==> config.mk <==
export PLATFORM = sky130hd
export DESIGN_NAME = instr_fetch_unit_flat
export DESIGN_NICKNAME = d
export VERILOG_FILES = /design/src/rtl/instr_fetch_unit_pkg.sv /design/src/rtl/instr_fetch_unit_if.sv /design/src/rtl/instr_fetch_unit_if_id_reg.sv /design/src/rtl/instr_fetch_unit.sv /design/src/flat_wrapper.sv
export SDC_FILE = /design/constraint.sdc
export NUM_CORES = 1
export LEC_CHECK = 0
export CORE_MARGIN = 2
export CORE_UTILIZATION = 48
export DETAILED_ROUTE_END_ITERATION = 10
export PLACE_DENSITY = 0.94
export SLEW_MARGIN = 20
export SYNTH_ARGS = -nofsm -noshare
export SYNTH_HDL_FRONTEND = slang
export SYNTH_HIERARCHICAL = 1
export SYNTH_SLANG_ARGS = --single-unit
export TNS_END_PERCENT = 30
==> constraint.sdc <==
create_clock -name clk_i -period 3 [get_ports clk_i]
set_input_delay 0.6 -clock clk_i [delete_from_list [all_inputs] [get_ports clk_i]]
set_output_delay 0.6 -clock clk_i [all_outputs]
set_load 0.005 [all_outputs]
==> src/rtl/instr_fetch_unit_pkg.sv <==
// Shared types and constants for the instruction fetch unit:
// FSM encoding, instruction word size and the IF/ID reset value.
package instr_fetch_unit_pkg;

  typedef enum logic {
    FETCH = 1'b0,
    END   = 1'b1
  } fetch_state_t;

  localparam logic [31:0] INSTR_BYTES = 32'd4;
  localparam logic [31:0] NOP         = 32'h0000_0000;

endpackage

==> src/rtl/instr_fetch_unit_if.sv <==
// Bus between the fetch unit, the combinational instruction memory and decode.
// Handshake: the IF/ID entry transfers on a rising edge where id_valid_o=1 and id_ready_i=1.
// id_valid_o never depends combinationally on id_ready_i, and the entry is held while it waits.
interface instr_fetch_unit_if;
  import instr_fetch_unit_pkg::*;

  logic [31:0]  addr_o;
  logic [31:0]  instr_i;
  logic         redirect_i;
  logic [31:0]  target_i;
  logic         id_valid_o;
  logic         id_ready_i;
  logic [31:0]  id_instr_o;
  logic [31:0]  id_pc4_o;
  logic         done_o;
  logic         misalign_o;
  fetch_state_t state_o;

  modport master (
    output addr_o, id_valid_o, id_instr_o, id_pc4_o, done_o, misalign_o, state_o,
    input  instr_i, redirect_i, target_i, id_ready_i
  );

  modport slave (
    input  addr_o, id_valid_o, id_instr_o, id_pc4_o, done_o, misalign_o, state_o,
    output instr_i, redirect_i, target_i, id_ready_i
  );

endinterface

==> src/rtl/instr_fetch_unit_if_id_reg.sv <==
// IF/ID pipeline register: one instruction plus its PC+4, valid/ready drained,
// with a flush that kills the entry regardless of ready.
module instr_fetch_unit_if_id_reg
  import instr_fetch_unit_pkg::*;
(
  input  logic        clk_i,
  input  logic        rst_i,
  input  logic        capture,
  input  logic        flush,
  input  logic        ready,
  input  logic [31:0] new_instr,
  input  logic [31:0] new_pc4,
  output logic        valid,
  output logic [31:0] instr,
  output logic [31:0] pc4
);

  // Data only moves on capture, so a stalled or flushed entry keeps its contents.
  always_ff @(posedge clk_i or negedge rst_i) begin
    if (!rst_i) begin
      valid <= 1'b0;
      instr <= NOP;
      pc4   <= NOP;
    end else if (flush) begin
      valid <= 1'b0;
    end else if (capture) begin
      valid <= 1'b1;
      instr <= new_instr;
      pc4   <= new_pc4;
    end else if (ready) begin
      valid <= 1'b0;
    end
  end

endmodule

==> src/rtl/instr_fetch_unit.sv <==
// Fetch stage: program counter, FETCH/END state machine, branch redirect and
// the IF/ID register feeding decode.
module instr_fetch_unit
  import instr_fetch_unit_pkg::*;
#(
  parameter int unsigned INSTR_COUNT = 21
) (
  input  logic               clk_i,
  input  logic               rst_i,
  instr_fetch_unit_if.master bus
);

  localparam logic [31:0] PC_LIMIT = 32'(INSTR_COUNT) * INSTR_BYTES;

  fetch_state_t state, state_next;
  logic [31:0]  pc, pc_next, pc_plus4, redirect_pc;
  logic         misalign, misalign_next;
  logic         adv, capture;
  logic         id_valid;
  logic [31:0]  id_instr, id_pc4;

  assign pc_plus4    = pc + INSTR_BYTES;
  assign redirect_pc = {bus.target_i[31:2], 2'b00};
  assign adv         = (state == FETCH) && (!id_valid || bus.id_ready_i);

  always_ff @(posedge clk_i or negedge rst_i) begin
    if (!rst_i) begin
      state    <= FETCH;
      pc       <= '0;
      misalign <= 1'b0;
    end else begin
      state    <= state_next;
      pc       <= pc_next;
      misalign <= misalign_next;
    end
  end

  // Redirect beats the sequential fetch in every state; the range compare is unsigned.
  always_comb begin
    state_next    = state;
    pc_next       = pc;
    misalign_next = misalign;
    capture       = 1'b0;
    if (bus.redirect_i) begin
      pc_next    = redirect_pc;
      state_next = (redirect_pc < PC_LIMIT) ? FETCH : END;
      if (bus.target_i[1:0] != 2'b00) begin
        misalign_next = 1'b1;
      end
    end else if (adv) begin
      capture    = 1'b1;
      pc_next    = pc_plus4;
      state_next = (pc_plus4 >= PC_LIMIT) ? END : FETCH;
    end
  end

  instr_fetch_unit_if_id_reg u_if_id (
    .clk_i     (clk_i),
    .rst_i     (rst_i),
    .capture   (capture),
    .flush     (bus.redirect_i),
    .ready     (bus.id_ready_i),
    .new_instr (bus.instr_i),
    .new_pc4   (pc_plus4),
    .valid     (id_valid),
    .instr     (id_instr),
    .pc4       (id_pc4)
  );

  assign bus.addr_o     = pc;
  assign bus.id_valid_o = id_valid;
  assign bus.id_instr_o = id_instr;
  assign bus.id_pc4_o   = id_pc4;
  assign bus.done_o     = (state == END);
  assign bus.misalign_o = misalign;
  assign bus.state_o    = state;

endmodule

==> src/flat_wrapper.sv <==
// flat-port wrapper written by rule: the top's interface ports become plain ports
module instr_fetch_unit_flat import instr_fetch_unit_pkg::*;
#(
  parameter int unsigned INSTR_COUNT = 21
)
  (clk_i, rst_i, bus_addr_o, bus_id_valid_o, bus_id_instr_o, bus_id_pc4_o, bus_done_o, bus_misalign_o, bus_state_o, bus_instr_i, bus_redirect_i, bus_target_i, bus_id_ready_i);
  instr_fetch_unit_if bus_i ();
  input  logic clk_i;
  input  logic rst_i;
  output wire logic [$bits(bus_i.addr_o)-1:0] bus_addr_o;
  output wire logic [$bits(bus_i.id_valid_o)-1:0] bus_id_valid_o;
  output wire logic [$bits(bus_i.id_instr_o)-1:0] bus_id_instr_o;
  output wire logic [$bits(bus_i.id_pc4_o)-1:0] bus_id_pc4_o;
  output wire logic [$bits(bus_i.done_o)-1:0] bus_done_o;
  output wire logic [$bits(bus_i.misalign_o)-1:0] bus_misalign_o;
  output wire logic [$bits(bus_i.state_o)-1:0] bus_state_o;
  input wire logic [$bits(bus_i.instr_i)-1:0] bus_instr_i;
  input wire logic [$bits(bus_i.redirect_i)-1:0] bus_redirect_i;
  input wire logic [$bits(bus_i.target_i)-1:0] bus_target_i;
  input wire logic [$bits(bus_i.id_ready_i)-1:0] bus_id_ready_i;
  assign bus_addr_o = bus_i.addr_o;
  assign bus_id_valid_o = bus_i.id_valid_o;
  assign bus_id_instr_o = bus_i.id_instr_o;
  assign bus_id_pc4_o = bus_i.id_pc4_o;
  assign bus_done_o = bus_i.done_o;
  assign bus_misalign_o = bus_i.misalign_o;
  assign bus_state_o = bus_i.state_o;
  assign bus_i.instr_i = bus_instr_i;
  assign bus_i.redirect_i = bus_redirect_i;
  assign bus_i.target_i = bus_target_i;
  assign bus_i.id_ready_i = bus_id_ready_i;
  instr_fetch_unit #(.INSTR_COUNT(INSTR_COUNT)) u_core (.clk_i(clk_i), .rst_i(rst_i), .bus(bus_i));
endmodule
# Yosys cells after proc, flatten, opt, wreduce, memory -nomap -nowiden
# Cells that the tools add are included.
# totals
register_bits	99
inputBits	68
out_inout_bits	100
# classes
n_addsub	1
n_lt_le_gt_ge	2
n_mux	11
bitwise	2
reduce_logical	8
# ops
operator	count
$mux 32	2
$add 32x3->32 const B	1
$ge 32x7->1 const B	1
$lt 32x7->1 const B	1
$mux 1	9
$reduce_and 2->1	2
$reduce_bool 2->1	2
$reduce_bool 3->1	1
$not 1->1	2
$logic_and 1x1->1	1
$logic_not 1->1	1
$logic_or 1x1->1	1

# Longest topological paths before layout
# Gate-level depths: netlist of the first run.
# depth
word_depth	7
ltp_mapped	9

# Modules after synthesis
# The synthesis of the first run kept the hierarchy.
# modules_own_cells
mod	n_inst	cells_each	area_per_inst_um2	seq_area_each_um2
instr_fetch_unit	1	342	2778.9	800.8
instr_fetch_unit_if_id_reg	1	140	2741.4	1626.6

# Least setup slack after synthesis of the first run
# OpenSTA, ideal clock, no wires.
# synth_path
path_kind	register to register
start	reg u_core.pc[2], in the netlist u_core/bus.addr_o[2]
end	reg u_core.state, in the netlist u_core/bus.done_o
setup_ns	0.082
arrival_time_ns	2.564
slack_ns	0.354
stages_incl_launch_ff	9
cell_sequence	dfrtp_1 ha_1 nand4_2 or3_1 clkbuf_1 nor4_2 mux2_2 o211a_1 a31oi_1
# synth_via
elab_chain_len	5
# synth_lines
element	line	source
start, declared	instr_fetch_unit.sv:16	logic [31:0] pc, pc_next, pc_plus4, redirect_pc;
start signal, assigned	instr_fetch_unit.sv:33	pc <= pc_next;
$add 32x3->32	instr_fetch_unit.sv:22	assign pc_plus4 = pc + INSTR_BYTES;
$ge 32x7->1	instr_fetch_unit.sv:53	state_next = (pc_plus4 >= PC_LIMIT) ? END : FETCH;
$mux 1	instr_fetch_unit.sv:53	
$mux 1	instr_fetch_unit.sv:50	end else if (adv) begin
$mux 1	instr_fetch_unit.sv:44	if (bus.redirect_i) begin
end signal, assigned	instr_fetch_unit.sv:32	state <= state_next;
end, declared	instr_fetch_unit.sv:15	fetch_state_t state, state_next;
# No other way between the ends. The select of a mux whose other input is x is not followed.
# A chain may end at the register's enable or synchronous reset.

# Worst setup path after layout of the first run
# layout_path
start	reg u_core.pc[3], in the netlist u_core/bus.addr_o[3]
end	reg u_core.state, in the netlist u_core/bus.done_o
# layout_via
elab_chain_len	5
# layout_lines
element	line
$add 32x3->32	instr_fetch_unit.sv:22
via u_core.pc_plus4[10]	instr_fetch_unit.sv:16
$ge 32x7->1	instr_fetch_unit.sv:53
$mux 1	instr_fetch_unit.sv:53
$mux 1	instr_fetch_unit.sv:50
$mux 1	instr_fetch_unit.sv:44
# The timed path passes the listed nets, and every way through them passes these cells. The select of a mux whose other input is x is not followed.

==> run metrics, run 1 <==
Post-Place Cell Area=between 7000 and 8000 sq um; Worst setup SP type=register; worst reg2reg path depth=7; largest net degree at the start of global routing=98; hold buffer count at CTS=0; Design Power=0.00336 W; top_reg_cell synth=dfrtp_1; Initial Utilization=a little under 50%; final worst setup slack=0.252 ns; gr ovfl total=0; Design Area, Final=7650 sq um; worst hold path type=in -> async; fmax=~360 MHz; Num CTS Buffers=9; Max-cap violations=0; drt wl/cell=between 15 and 20 um; area delta synth->final=38.6%; Leak=between 3 and 4 nW; Diodes inserted=0; die outline width=between 100 and 150 um; PD cells=~440 nW/um^2; GRT Overall Usage=around a quarter; Routability Congestion=~0.89; Pins Over Slew Limit=0; nets@finish=between 700 and 800; Peak VDD IR=about 0.39 mV; share of cells above drive strength 1=about a fifth; Clk pin slew, worst setup/hold paths=roughly 0.070 ns; DRC viols=0; r2r endpoint=u_core/bus.done_o; CP Data Required Time=about 3.2 ns; dpl ws=0.298 ns; CTS sink count=97; Post-Syn Area=5520 sq um; first-pass GRT wire length=about 24000 um; Routed Antenna Nets=0; skew final=about 0.011 ns; initial antenna violation count=0; RSZ-0062 raised after global routing=no; Syn Inst Count=slightly below 500; die area=around 12000 sq um; core area=~11000 sq um; clk_lat worst skew=between 0.3 and 0.4 ns; Post-synth EDFFs=0; register area share after synthesis=44.0%; flop-to-flop setup slack=between 0.2 and 0.3 ns; DP HPWL=11000 um; Synth Register Bits=97; final setup fails=0; Slew HR=between 60% and 70%; Ys Warns=6; CP arrival=about 3 ns; port bufs=165; setup bufs post-CTS=0; Longest Clk Path Bufs=2; minimum clock period=approximately 2.7 ns; die height=around 110 um; H-tree depth=3; critical path fanouts, max=7; final period utilization=approximately 90%; post-CTS sizing=0; Hold Slack=0.303 ns; outcome=finished clean; Vias=roughly 4400; drt pass-1 iters=5; Vias/cell=around 5.6; Critical R2R Launch=u_core/bus.addr_o[3]; Routed WL=roughly 15000 um; critical path type=reg -> reg; count of final hold-check violations=0; I/O pin count=about 170; Mean Syn Cell Area=11.5 sq um; setup TNS=0 ns; vias in the first global route=approximately 4500; CTS tree=built; num rows=39; post-synthesis async set-or-reset flop share=100%; worst slew pin tran=0.547 ns; 1st-iter DRT viols=~270; Setup crit end kind=register; Root Buffer=clkbuf_16; Netlist cell types=between 60 and 70
==> per-stage QoR <==
stage | instances | util [%]
6_report | 796 | 67.6
5_1_grt | 796 | 67.6
4_1_cts | 796 | 67.6
3_5_place_dp | 780 | 64.3
3_3_place_gp | 780 | 64.3
2_1_floorplan | 485 | -
==> final cells by class <==
type                       count  area [sq um]
sequential                    97          2430
fill                         837          3670
tap                          143           179
clock buffer                   9           225
inverter                      13          48.8
multi-input combinational    335          2730
timing repair buffer         192          1900
clock inverter                 7           150
==> worst max-delay path by stage <==
stage | endpoint | cells after the start | startpoint
detailed placement | u_core/bus.done_o | 7 | u_core/bus.addr_o[3]
global placement | u_core/bus.done_o | 8 | u_core/bus.addr_o[3]
finish | u_core/bus.done_o | 7 | u_core/bus.addr_o[3]
CTS | u_core/bus.done_o | 7 | u_core/bus.addr_o[3]
global route | u_core/bus.done_o | 8 | u_core/bus.addr_o[3]
floorplan | u_core/bus.done_o | 8 | u_core/bus.addr_o[2]
==> cells in the final DEF (no fill, tap or decap), drive strengths merged, types with 15 or more instances in the layout <==
| master | instances |
|---|---|
| clkdlybuf4s50 | 163 |
| dfrtp | 97 |
| mux2 | 66 |
| nand2 | 47 |
| buf | 29 |
| o21ai | 28 |
| xnor2 | 26 |
| nor4 | 19 |
| xor2 | 18 |
| nor2 | 17 |
| inv | 15 |
==> cell families after synthesis <==
group	count (synthesis)	synth area share, %
simple gates	153	15.8
xor+xnor	44	6.98
flops	97	44.0
buf+inv	53	6.84
other cells	1	0.0679
compound gates	62	7.48
mux	68	17.9
fa+ha+maj	4	0.907
==> per-layer routing <==
layer,global-route usage (%),part of all wire [%]
met1,31.7,42
met2,39.9,49
met3,4.26,6.5
met4,9.30,2.6
met5,0,0
==> synth_stat cells, drive strengths merged, types with 3 or more instances <==
cell type	count	area share, %
mux2	66	18
nand2b	3	0.34
inv	13	0.88
ha	4	0.91
nor4	19	2.5
a221o	5	0.91
nand4	12	1.9
nand2	47	3.4
nand3	13	1.3
dfrtp	97	44
a21oi	3	0.27
xor2	18	2.9
or2	4	0.45
o31ai	4	0.54
nor3	9	0.82
xnor2	26	4.1
o22ai	6	0.68
a41oi	3	0.48
and3	5	0.57
o21ai	28	2.5
buf	25	4.9
clkbuf	15	1.0
or3	5	0.61
or4	8	1.2
nor2	17	1.2
==> critical path, cell delays in order (launching register included) <==
cell and delay (ns):
dfrtp_1 0.45, ha_1 0.35, nand4_2 0.21, nor2_1 0.32, xor2_1 0.20, or4b_2 0.67
nor4_1 0.30, a31oi_1 0.13
==> power by group <==
group	switching [W]	total [W]	internal, W
Clock	0.000519	0.00143	0.000911
Sequential	0.0000730	0.00143	0.00136
Combinational	0.000214	0.000501	0.000287
==> sequential cells by signal, summed over array words and instances, names as in the netlist <==
register	flops
u_core/bus.misalign_o	1
u_core/u_if_id/pc4	32
u_core/bus.done_o	1
u_core/u_if_id/valid	1
u_core/u_if_id/instr	32
u_core/bus.addr_o	30
Power figures use the tool's default switching activity.
==> run 2, diff against run 1 <==
--- a/config.mk
+++ b/config.mk
@@ -8,7 +8,7 @@
 export CORE_MARGIN = 2
 export CORE_UTILIZATION = 48
 export DETAILED_ROUTE_END_ITERATION = 10
-export PLACE_DENSITY = 0.94
+export PLACE_DENSITY_LB_ADDON = 0.05
 export SLEW_MARGIN = 20
 export SYNTH_ARGS = -nofsm -noshare
 export SYNTH_HDL_FRONTEND = slang
==> run 2 against run 1 <==
  * Power grew 1.1%
  * Count of clock-buffer cells in the layout is the same
  * Register-to-register slack about the same
  * Core utilization down 0.44 points
  * Clock power increased by 3%
  * Sequential share of layout area increased by 0.21 points
  * Die area is the same
  * First-iteration DRC count down 9.2%
  * Largest power group is now clock
  * Highest routed layer unchanged
==> run metrics, run 2 (same netlist as run 1, synthesis figures left out) <==
met2 wire len=6910 um (was 7170 um); area delta synth->final=37.7% (was 38.6%); Crit path buffers/inverters=0 (unchanged); Setup crit end kind=register (unchanged); final setup fails=0 (unchanged); Clk pin slew, worst setup/hold paths=0.07 ns (about the same); Pins Over Slew Limit=0 (unchanged); largest net degree at the start of global routing=64 (was 98); nets@finish=716 (was 720); fillers=903 (was 837); largest delay contributor family on the critical path=simple AND/OR/NAND/NOR gates (unchanged); final period utilization=91.4% (was 91.6%); setup bufs post-CTS=0 (unchanged); GRT Overall Usage=23.5% (was 24.1%); Routability Congestion=0.931 (was 0.888); num rows=39 (unchanged); Max-cap violations=0 (unchanged); vias in the first global route=4478 (was 4538); CP max stage cell=or4_1 (was or4b_2); crit-path most repeated cell=nor4_1; DRC viols=0 (unchanged); worst reg2reg path depth=6 (was 7); fmax=365 MHz (was 364 MHz); Leak=3.20 nW (was 3.22 nW); initial antenna violation count=0 (unchanged); flop-to-flop setup slack=0.26 ns (was 0.25 ns); Post-Place Cell Area=7220 sq um (was 7280 sq um); Vias/cell=5.46 (was 5.57); share of cells above drive strength 1=19.6% (was 20.2%); Vias=4317 (was 4434); CTS tree=built (unchanged); CP Data Required Time=3.22 ns (about the same); core area=11300 sq um (unchanged); critical path depth=6 (was 7); CP Launch Point=u_core/bus.addr_o[4] (was u_core/bus.addr_o[3]); Routed WL=14200 um (was 14700 um); commonest non-fill, non-tap cell in the layout=clkdlybuf4s50_1 (unchanged); crit-path cells=nand3_2 -> nor4_1 -> xor2_1 -> or4_1 -> nor4_1 -> a31oi_1 (was ha_1 -> nand4_2 -> nor2_1 -> xor2_1 -> or4b_2 -> nor4_1 -> a31oi_1); gr ovfl total=0 (unchanged); clk_lat worst skew=0.35 ns (was 0.34 ns); 1st-iter DRT viols=248 (was 273); PD cells=447 nW/um^2 (was 440 nW/um^2); port bufs=165 (unchanged); placed cell count=776 (was 780); Longest Clk Path Bufs=2 (unchanged); Design Area, Final=7600 sq um (was 7650 sq um); CTS sink count=97 (unchanged); Peak VDD IR=0.334 mV (was 0.392 mV); Slew HR=63.4% (was 63.0%); count of final hold-check violations=0 (unchanged); drt pass-1 iters=5 (unchanged); Worst setup SP type=register (unchanged); Critical R2R Launch=u_core/bus.addr_o[4] (was u_core/bus.addr_o[3]); Max Used Layer=met4 (unchanged); Worst setup endpoint=u_core/bus.done_o (unchanged); Root Buffer=clkbuf_16 (unchanged); RSZ-0062 raised after global routing=no (unchanged); CP arrival=2.96 ns (about the same); Routed Antenna Nets=0 (unchanged); Design Power=0.00340 W (was 0.00336 W); drt wl/cell=18.0 um (was 18.4 um); I/O pin count=168 (unchanged); die height=111 um (unchanged); most frequent cells in the layout=163 x clkdlybuf4s50_1, 97 x dfrtp_1, 60 x mux2_4, 45 x nand2_1, 27 x o21ai_0 (unchanged); Diodes inserted=0 (unchanged); worst slew pin tran=0.545 ns (was 0.547 ns); minimum clock period=2.74 ns (was 2.75 ns); die area=12400 sq um (unchanged); final core utilization=67.2% (was 67.6%); Initial Utilization=48.8% (unchanged); post-CTS sizing=0 (unchanged); Num CTS Buffers=9 (unchanged); critical path type=reg -> reg (unchanged); H-tree depth=3 (unchanged); critical path fanouts, max=9 (was 7); final cell count without fillers=791 (was 796); worst hold path type=in -> async (unchanged); skew final=0.00617 ns (was 0.0114 ns); setup TNS=0 ns (unchanged); DP HPWL=10500 um (was 11000 um); die outline width=111 um (unchanged); Crit path largest cell delay=0.59 ns (was 0.67 ns); first-pass GRT wire length=23400 um (was 24200 um); met3 routed wirelength=848 um (was 958 um); r2r endpoint=u_core/bus.done_o (unchanged); WL met1=6130 um (was 6150 um); hold buffer count at CTS=0 (unchanged); outcome=finished clean (unchanged)
==> run 2: changes by cell type in the layout (fill, tap and decap cells not counted), sizes merged <==
cell,before,now
bufinv,4,5
clkinv,0,1
clkinvlp,1,0
buf,29,25
inv,15,13
==> run 2: worst min path at each step <==
stage                                      from  slack [ns]                  endpoint  cells past startpoint
after floorplan                           rst_i        0.30     u_core/bus.addr_o[10]                      0
after global placement    u_core/bus.misalign_o        0.45     u_core/bus.misalign_o                      1
after detailed placement  u_core/bus.misalign_o        0.46     u_core/bus.misalign_o                      1
after CTS                                 rst_i        0.22  u_core/u_if_id/instr[26]                      1
after global routing                      rst_i        0.24  u_core/u_if_id/instr[26]                      1
final                                     rst_i        0.20  u_core/u_if_id/instr[26]                      1
==> run 2: per-stage QoR <==
stage / setup slack [ns] / hold slack (ns)
2_1_floorplan: 0.354 / 0.304
3_3_place_gp: 0.349 / 0.451
3_5_place_dp: 0.288 / 0.457
4_1_cts: 0.283 / 0.219
5_1_grt: 0.149 / 0.242
6_report: 0.257 / 0.202
==> run 2: per-layer routing <==
metal | GRT usage [%] | up-vias
li1 | - | 2022
met1 | 31.3 | 2083
met2 | 38.1 | 187
met3 | 4.43 | 25
met4 | 9.05 | 0
met5 | 0 | -
==> run 2: final cells by class <==
| type | instances | area [sq um] | share of cell area, % |
|---|---|---|---|
| inverter | 13 | 48.8 | 0.642 |
| tap | 143 | 179 | 2.35 |
| timing repair buffer | 188 | 1840 | 24.2 |
| clock inverter | 6 | 155 | 2.04 |
| clock buffer | 9 | 225 | 2.96 |
| sequential | 97 | 2430 | 31.9 |
| multi-input combinational | 335 | 2730 | 35.9 |
==> run 2: power breakdown <==
group | switching [W] | total, W | leakage [nW] | internal (W)
registers | 0.0000756 | 0.00144 | 1.27 | 0.00136
logic | 0.000205 | 0.000489 | 1.75 | 0.000285
clock network | 0.000497 | 0.00147 | 0.185 | 0.000977
total | 0.000777 | 0.00340 | 3.20 | 0.00262
==> run 3, diff against run 2 <==
--- a/config.mk
+++ b/config.mk
@@ -6,8 +6,9 @@
 export NUM_CORES = 1
 export LEC_CHECK = 0
 export CORE_MARGIN = 2
-export CORE_UTILIZATION = 48
+export CORE_UTILIZATION = 55
 export DETAILED_ROUTE_END_ITERATION = 10
+export DONT_BUFFER_PORTS = 1
 export PLACE_DENSITY_LB_ADDON = 0.05
 export SLEW_MARGIN = 20
 export SYNTH_ARGS = -nofsm -noshare
==> run 3 against run 2 <==
  * Via count is 15% lower
  * Worst setup slack gained 0.0040 ns
  * Worst hold slack got worse by 0.070 ns
  * Clock skew rose by 0.0012 ns
  * Largest power group is now sequential cells
  * Final cell count fell by 22%
  * Clock power down 41%
  * Combinational power shrank 43%
  * Sequential power about the same
  * Core utilization down 8.1 points
  * Power fell by 24%
  * Die area down 12%
  * Critical path type unchanged
  * Sequential share of layout area rose by 10 points
==> run metrics, run 3 (same netlist as run 1, synthesis figures left out) <==
Peak VDD IR=0.219 mV (was 0.334 mV); Initial Utilization=56.5% (was 48.8%); die area=10900 sq um (was 12400 sq um); Worst setup SP type=register (unchanged); setup TNS=0 ns (unchanged); largest delay contributor family on the critical path=simple AND/OR/NAND/NOR gates (unchanged); num rows=36 (was 39); area delta synth->final=4.62% (was 37.7%); Pins Over Slew Limit=0 (unchanged); share of cells above drive strength 1=26.0% (was 19.6%); I/O pin count=168 (unchanged); critical path fanouts, max=8 (was 9); final setup fails=0 (unchanged); count of final hold-check violations=0 (unchanged); worst slew pin tran=0.697 ns (was 0.545 ns); die outline width=104 um (was 111 um); final period utilization=91.3% (was 91.4%); critical path type=reg -> reg (unchanged); Longest Clk Path Bufs=2 (unchanged); setup bufs post-CTS=0 (unchanged); die height=104 um (was 111 um); DP HPWL=9080 um (was 10500 um); Crit path largest cell delay=0.60 ns (was 0.59 ns); CTS sink count=97 (unchanged); worst hold path type=in -> async (unchanged); nets@finish=551 (was 716); drt wl/cell=20.5 um (was 18.0 um); drt pass-1 iters=4 (was 5); Max-cap violations=0 (unchanged); Setup crit end kind=register (unchanged); port bufs=0 (was 165); CP max stage cell=or3_1 (was or4_1); outcome=finished clean (unchanged); Slew HR=52.9% (was 63.4%); skew final=0.00740 ns (was 0.00617 ns); 1st-iter DRT viols=182 (was 248); Routability Congestion=0.838 (was 0.931); Hold Slack=0.132 ns (was 0.202 ns); core area=9770 sq um (was 11300 sq um); crit-path cells=ha_1 -> nand4_2 -> or3_1 -> nor4_2 -> mux2_2 -> o211a_1 -> a31oi_1 (was nand3_2 -> nor4_1 -> xor2_1 -> or4_1 -> nor4_1 -> a31oi_1); DRC viols=0 (unchanged); Vias/cell=5.92 (was 5.46); PD cells=448 nW/um^2 (was 447 nW/um^2); Root Buffer=clkbuf_8 (was clkbuf_16); flop-to-flop setup slack=0.26 ns (about the same); Clk pin slew, worst setup/hold paths=0.10 ns (was 0.07 ns); initial antenna violation count=0 (unchanged); GRT Overall Usage=23.9% (was 23.5%); H-tree depth=3 (unchanged); clk_lat worst skew=0.37 ns (was 0.35 ns); Diodes inserted=0 (unchanged); Routed WL=12700 um (was 14200 um); first-pass GRT wire length=20500 um (was 23400 um); Leak=2.51 nW (was 3.20 nW); RSZ-0062 raised after global routing=no (unchanged); Vias=3650 (was 4317); CP Data Required Time=3.30 ns (was 3.22 ns); commonest non-fill, non-tap cell in the layout=dfrtp_1 (was clkdlybuf4s50_1); Routed Antenna Nets=0 (unchanged); gr ovfl total=0 (unchanged); most frequent cells in the layout=97 x dfrtp_1, 60 x mux2_4, 45 x nand2_1, 27 x o21ai_0, 26 x xnor2_1 (was 163 x clkdlybuf4s50_1, 97 x dfrtp_1, 60 x mux2_4, 45 x nand2_1, 27 x o21ai_0); vias in the first global route=3656 (was 4478); largest net degree at the start of global routing=98 (was 64); minimum clock period=2.74 ns (about the same); fmax=365 MHz (about the same); Num CTS Buffers=9 (unchanged); Crit path buffers/inverters=0 (unchanged); CP arrival=3.03 ns (was 2.96 ns); CTS tree=built (unchanged)
==> run 3: cell types whose count changed in the layout (fill, tap and decap cells not counted), sizes merged <==
cell | previous run | this run
bufinv | 5 | 1
clkinv | 1 | 3
buf | 25 | 23
clkinvlp | 0 | 1
inv | 13 | 15
clkdlybuf4s50 | 163 | 0
==> run 3: power breakdown <==
part           total [W]  leakage, nW  switching (W)  internal (W)
logic           0.000279         1.13       0.000152      0.000127
clock network   0.000871        0.100       0.000479      0.000393
registers        0.00144         1.27      0.0000775       0.00136
==> run 3: area by class of cell <==
| class | instances | area, sq um |
|---|---|---|
| clock buffer | 9 | 124 |
| inverter | 13 | 48.8 |
| clock inverter | 7 | 77.6 |
| multi-input combinational | 335 | 2730 |
| sequential | 97 | 2430 |
| fill | 815 | 4000 |
| timing repair buffer | 23 | 205 |
| tap | 133 | 166 |
==> run 3: metrics by stage <==
stage	total power, W	std cells	area (sq um)	worst slack [ns]	util (%)
detailed placement	0.00171	600	5550	0.316	56.7
CTS	0.00262	617	5780	0.276	59.1
finish	0.00259	617	5780	0.261	59.1
global route	0.00271	617	5780	0.0238	59.1
floorplan	0.00166	485	5530	0.354	-
global placement	0.00171	600	5550	0.367	56.7
==> run 3: metal layers <==
metal	global-route usage, %	part of all wire (%)
met5	0	0
met4	10.2	2.4
met3	6.52	7.8
met2	36.9	47
met1	31.6	43
==> run 3: path summary, 6_finish.rpt <==
path                       cells past startpoint                  start                endpoint
hold reg to reg                                1  u_core/bus.misalign_o   u_core/bus.misalign_o
setup / recovery                               7   u_core/bus.addr_o[2]       u_core/bus.done_o
setup reg to reg                               7   u_core/bus.addr_o[2]       u_core/bus.done_o
max in group asynchronous                      1                  rst_i  u_core/u_if_id/pc4[18]
hold / removal                                 1                  rst_i   u_core/bus.addr_o[18]
min in group clk_i                             1         bus_redirect_i    u_core/u_if_id/valid
==> run 3: worst reg2reg max path: stages, from the launching register on <==
cell and delay (ns):
dfrtp_1 0.50, ha_1 0.23, nand4_2 0.20, or3_1 0.60, nor4_2 0.40, mux2_2 0.38, o211a_1 0.21, a31oi_1 0.14
==> run 3: repair_timing <==
action	in CTS	in global routing
resized for setup	0	0
hold endpoints to repair	97	0
hold buffers	1	0
